--- config.mk ---
export PLATFORM = sky130hd
export DESIGN_NAME = mem_stage
export DESIGN_NICKNAME = d
export VERILOG_FILES = /design/src/rtl/mem_stage.sv
export SDC_FILE = /design/constraint.sdc
export NUM_CORES = 1
export LEC_CHECK = 0
export BUFFER_PORTS_ARGS = -buffer_cell sky130_fd_sc_hd__buf_2
export CAP_MARGIN = 20
export CORE_ASPECT_RATIO = 0.7
export CORE_MARGIN = 3
export CORE_UTILIZATION = 40
export CTS_CLUSTER_DIAMETER = 60
export DETAILED_ROUTE_END_ITERATION = 6
export PLACE_DENSITY = 0.76
export SLEW_MARGIN = 20
export SYNTH_ARGS = -nofsm -noshare
export SYNTH_HDL_FRONTEND = slang
export SYNTH_SLANG_ARGS = --single-unit
--- constraint.sdc ---
create_clock -name clk -period 4.86 [get_ports clk]
set_input_delay 0.972 -clock clk [delete_from_list [all_inputs] [get_ports clk]]
set_output_delay 0.972 -clock clk [all_outputs]
set_load 0.02 [all_outputs]
--- src/rtl/mem_stage.sv ---
// Memory-access stage: byte-serial loads/stores over an 8-bit memory-controller port.
// Non-memory instructions pass straight through to MEM/WB in the same cycle.
module mem_stage #(
  parameter int unsigned ADDR_WIDTH = 32
) (
  input  logic                  clk,
  input  logic                  rst,
  input  logic                  in_flag,
  input  logic [6:0]            in_opcode,
  input  logic [2:0]            in_funct3,
  input  logic                  in_we,
  input  logic [4:0]            in_waddr,
  input  logic [31:0]           in_alu,
  input  logic [31:0]           in_rdata2,
  output logic                  mc_req,
  output logic                  mc_we,
  output logic [ADDR_WIDTH-1:0] mc_addr,
  output logic [7:0]            mc_wdata,
  input  logic                  mc_ack,
  input  logic [7:0]            mc_rdata,
  output logic                  wb_we,
  output logic [4:0]            wb_waddr,
  output logic [31:0]           wb_wdata,
  output logic                  stallreq
);

  localparam logic [6:0] OpLoad  = 7'b0000011;
  localparam logic [6:0] OpStore = 7'b0100011;

  localparam logic [1:0] StIdle = 2'd0;
  localparam logic [1:0] StXfer = 2'd1;
  localparam logic [1:0] StDone = 2'd2;

  logic [1:0]  state_q, state_d;
  logic [1:0]  cnt_q, cnt_d;
  logic [31:0] rbuf_q, rbuf_d;

  logic        is_load, is_store, is_mem;
  logic [1:0]  last_idx;
  logic [31:0] byte_addr;
  logic [31:0] wdata_sh;
  logic [31:0] load_val;

  // Decode access kind and index of the final byte (N-1).
  always_comb begin
    is_load  = 1'b0;
    is_store = 1'b0;
    last_idx = 2'd0;
    if (in_flag) begin
      if (in_opcode == OpLoad) begin
        case (in_funct3)
          3'b000, 3'b100: begin is_load = 1'b1; last_idx = 2'd0; end
          3'b001, 3'b101: begin is_load = 1'b1; last_idx = 2'd1; end
          3'b010:         begin is_load = 1'b1; last_idx = 2'd3; end
          default: ;
        endcase
      end else if (in_opcode == OpStore) begin
        case (in_funct3)
          3'b000:  begin is_store = 1'b1; last_idx = 2'd0; end
          3'b001:  begin is_store = 1'b1; last_idx = 2'd1; end
          3'b010:  begin is_store = 1'b1; last_idx = 2'd3; end
          default: ;
        endcase
      end
    end
  end

  assign is_mem    = is_load | is_store;
  assign byte_addr = in_alu + {30'd0, cnt_q};
  assign wdata_sh  = in_rdata2 >> {cnt_q, 3'b000};

  // Buffer is zero-cleared on XFER entry, so only signed widths need work here.
  always_comb begin
    case (in_funct3)
      3'b000:  load_val = {{24{rbuf_q[7]}}, rbuf_q[7:0]};
      3'b001:  load_val = {{16{rbuf_q[15]}}, rbuf_q[15:0]};
      default: load_val = rbuf_q;
    endcase
  end

  always_comb begin
    state_d = state_q;
    cnt_d   = cnt_q;
    rbuf_d  = rbuf_q;
    case (state_q)
      StIdle: begin
        if (is_mem) begin
          state_d = StXfer;
          cnt_d   = 2'd0;
          rbuf_d  = 32'd0;
        end
      end
      StXfer: begin
        if (mc_ack) begin
          if (is_load) rbuf_d[8*cnt_q +: 8] = mc_rdata;
          if (cnt_q == last_idx) state_d = StDone;
          else                   cnt_d   = cnt_q + 2'd1;
        end
      end
      default: state_d = StIdle;
    endcase
  end

  always_ff @(posedge clk) begin
    if (rst) begin
      state_q <= StIdle;
      cnt_q   <= 2'd0;
      rbuf_q  <= 32'd0;
    end else begin
      state_q <= state_d;
      cnt_q   <= cnt_d;
      rbuf_q  <= rbuf_d;
    end
  end

  // Outputs are forced quiet while rst is held, whatever the inputs show.
  always_comb begin
    mc_req   = 1'b0;
    mc_we    = 1'b0;
    mc_addr  = '0;
    mc_wdata = 8'd0;
    wb_we    = 1'b0;
    wb_waddr = 5'd0;
    wb_wdata = 32'd0;
    stallreq = 1'b0;
    if (!rst) begin
      case (state_q)
        StIdle: begin
          wb_waddr = in_waddr;
          if (is_mem) begin
            stallreq = 1'b1;
          end else begin
            wb_we    = in_we & in_flag;
            wb_wdata = in_alu;
          end
        end
        StXfer: begin
          mc_req   = 1'b1;
          mc_we    = is_store;
          mc_addr  = ADDR_WIDTH'(byte_addr);
          mc_wdata = is_store ? wdata_sh[7:0] : 8'd0;
          stallreq = 1'b1;
          wb_waddr = in_waddr;
        end
        StDone: begin
          wb_waddr = in_waddr;
          if (is_load) begin
            wb_we    = in_we;
            wb_wdata = load_val;
          end
        end
        default: ;
      endcase
    end
  end

endmodule

==> impl_metrics.json <==
{
  "status": "finished clean",
  "top_layer": "met4",
  "routed-wl-met2_mm": 5.36,
  "vias": 3899,
  "ys.flop_type": "dfxtp_1",
  "yosysTopAreaCellShare": 0.220,
  "grt_max_degree": 35,
  "syn_avg_cell_area_um2": 7.55,
  "holdCritPathClass": "reg -> reg",
  "layoutNonFillerInstCount": 686,
  "ys_warn_count": 0,
  "grt_pass1_vias": 3600,
  "synth.cell_area_mm2": 0.00327,
  "synthesis.nets": 532,
  "power.density_mw_per_mm2": 186,
  "synth_seq_cells": 36,
  "crit_path_end_kind": "output pin",
  "pre_cts_ws_ps": 839,
  "total_power_w": 0.000798,
  "fin_crit_ps": 4050,
  "fin_ws_ps": 809,
  "crit_fanout": 13,
  "hold_viol_final": 0,
  "start_kind": "primary input",
  "rsz0062_at_grt": "false",
  "maxCapViolations": 0,
  "grt_pass1_wl_mm": 19.2,
  "io_pins": 173,
  "wl_per_cell_um": 17.7,
  "peakVddDrop_uv": 144,
  "post_cts_buffers": 0,
  "tns_ps": 0,
  "die_y_um": 81.6,
  "grt_use_total": 0.259,
  "rows": 26,
  "path_class": "in -> out",
  "cp_slowest_stage_delay_ps": 470,
  "dp.cells": 678,
  "area_growth_pct": 31.3,
  "max_freq_mhz": 247,
  "cp.buffers_inverters": 2,
  "ant_nets": 0,
  "intPower_w": 0.000570,
  "drc": 0,
  "cts_inserted_buffers": 5,
  "die-area_mm2": 0.00931,
  "relSlewSlack": 0.496,
  "drive_above_1_share": 0.362,
  "worstPathRequired_ps": 3890,
  "gr-total-overflow": 0,
  "synth_edf_count": 0,
  "swShare": 0.286,
  "synth_area_leader_cell": "dfxtp_1",
  "crit_chain": "buf_2 -> ha_1 -> a21o_1 -> nand4_1 -> or3_1 -> or3_1 -> a21oi_1 -> buf_2",
  "dp_hpwl_mm": 9.95,
  "wl_met3_um": 884,
  "final_max_slew_viol_count": 0,
  "fin_area_mm2": 0.00429,
  "place_congestion": 0.903,
  "clk_pin_slew_ps": 50,
  "ctsLongestPathBuffers": 2,
  "num_antenna_cells": 0,
  "cp_slowest_cell": "or3_1",
  "synth_cell_types": 58,
  "totalWireLength_mm": 12.1,
  "seqPwrFrac": 0.370,
  "core-area_mm2": 0.00761,
  "skew_ps": 4.93,
  "p_sw_w": 0.000228,
  "cts_hold_buf": 0,
  "htreeDepth": 2,
  "min_period_over_period": 0.834,
  "die_w_um": 114,
  "worstPathArrival_ps": 3080,
  "crit_family": "simple AND/OR/NAND/NOR gates",
  "clock-root-buffer": "clkbuf_16",
  "port_buffers": 172,
  "setup_viol": 0,
  "pwr-share-clk": 0.401,
  "drt_iter0_markers": 455,
  "async_flop_share": 0,
  "combPwrFrac": 0.229,
  "cts_resized": 0,
  "p_leak_nw": 1.94,
  "met1_length_mm": 5.71,
  "tritoncts": "yes",
  "netlist_instances": 433,
  "post_dp_cell_area_mm2": 0.00414,
  "synth_area_leaders": "dfxtp_1, nor2_1, nand2_1",
  "ys_seq_area_frac": 0.220,
  "clock-sinks": 36,
  "nets": 686,
  "clk_latency_ps": 280,
  "routed_via_density": 5.68,
  "start_util": 0.429,
  "first_pass_iters": 5,
  "antenna_found_initial": 0,
  "tightest_slew_ps": 756
}
==> layout by cell type (no fill, tap or decap), types with 10 or more instances in the layout <==
cell	synthesis	final
xnor2_1	17	17
o2bb2ai_1	16	16
buf_2	5	172
nand2_1	51	51
inv_1	10	10
o21ai_0	28	28
dfxtp_1	36	36
nor2_1	59	59
xor2_1	10	10
nand4_1	14	14
nand3_1	19	19
==> cell type report <==
type,count,area [um^2]
fill,733,3320
multi-input combinational,356,2350
timing repair buffer,178,906
sequential,36,721
clock buffer,7,143
tap,98,123
inverter,10,37.5
clock inverter,1,7.51
==> cells by family (layout without fill, tap and decap cells) <==
family                     count (synthesis)  count (layout)  share of synthesized area
AOI/OAI and AO/OA                        103             103                      0.238
muxes                                     10              10                     0.0616
buffers and inverters                     41             196                     0.0593
DFF                                       36              36                      0.220
adders and majority gates                  7               7                     0.0291
and+or+nand+nor                          209             209                      0.319
xor gates and xnor gates                  27              27                     0.0723
==> cell usage after synthesis (3+ instances only) <==
master and n:
o21ai_0 28, nand2_1 51, a22o_1 8, nor3_1 7, nand4_1 14, xnor2_1 17, nor2b_1 9, and3_1 6
o21ai_2 8, nor2_1 59, o2bb2ai_1 16, and2_1 6, a21oi_1 8, or3_1 6, o21ai_1 3, mux4_2 8
ha_1 6, nand3_1 19, or2_2 3, and4_1 5, buf_2 5, inv_1 10, clkbuf_1 21, buf_6 4
nor4_1 9, dfxtp_1 36, nor3b_1 3, a32o_1 8, xor2_1 10, a22oi_1 9
==> power groups by stage <==
stage                logic, W  registers, W  clock network (W)
floorplan           0.0000970      0.000302                  0
global placement     0.000177      0.000302                  0
detailed placement   0.000180      0.000302                  0
CTS                  0.000181      0.000295           0.000324
global route         0.000197      0.000295           0.000340
finish               0.000182      0.000295           0.000320
==> per-layer routing <==
layer,vias up,GRT usage
li1,1891,-
met1,1840,0.372
met2,154,0.407
met3,14,0.0420
met4,0,0.0593
met5,-,0
==> state kept, by name (all words and copies together) (netlist names) <==
signal	cells
state_q	2
cnt_q	2
rbuf_q	32
==> metrics by stage <==
stage               hold slack (ps)  utilization
floorplan                       426            -
global placement                449        0.544
detailed placement              452        0.544
CTS                             470        0.564
global route                    489        0.564
finish                          468        0.564
==> path summary, 6_finish.rpt <==
path                                 start           to  slack [ps]  cells past startpoint
worst max register to register    cnt_q[0]    rbuf_q[6]        2190                      8
worst min-delay path            rbuf_q[16]   rbuf_q[16]         470                      1
worst max-delay path             in_alu[1]  mc_addr[31]         810                      8
worst min register to register  rbuf_q[16]   rbuf_q[16]         470                      1
No activity file was read; power rests on OpenSTA's default activity.
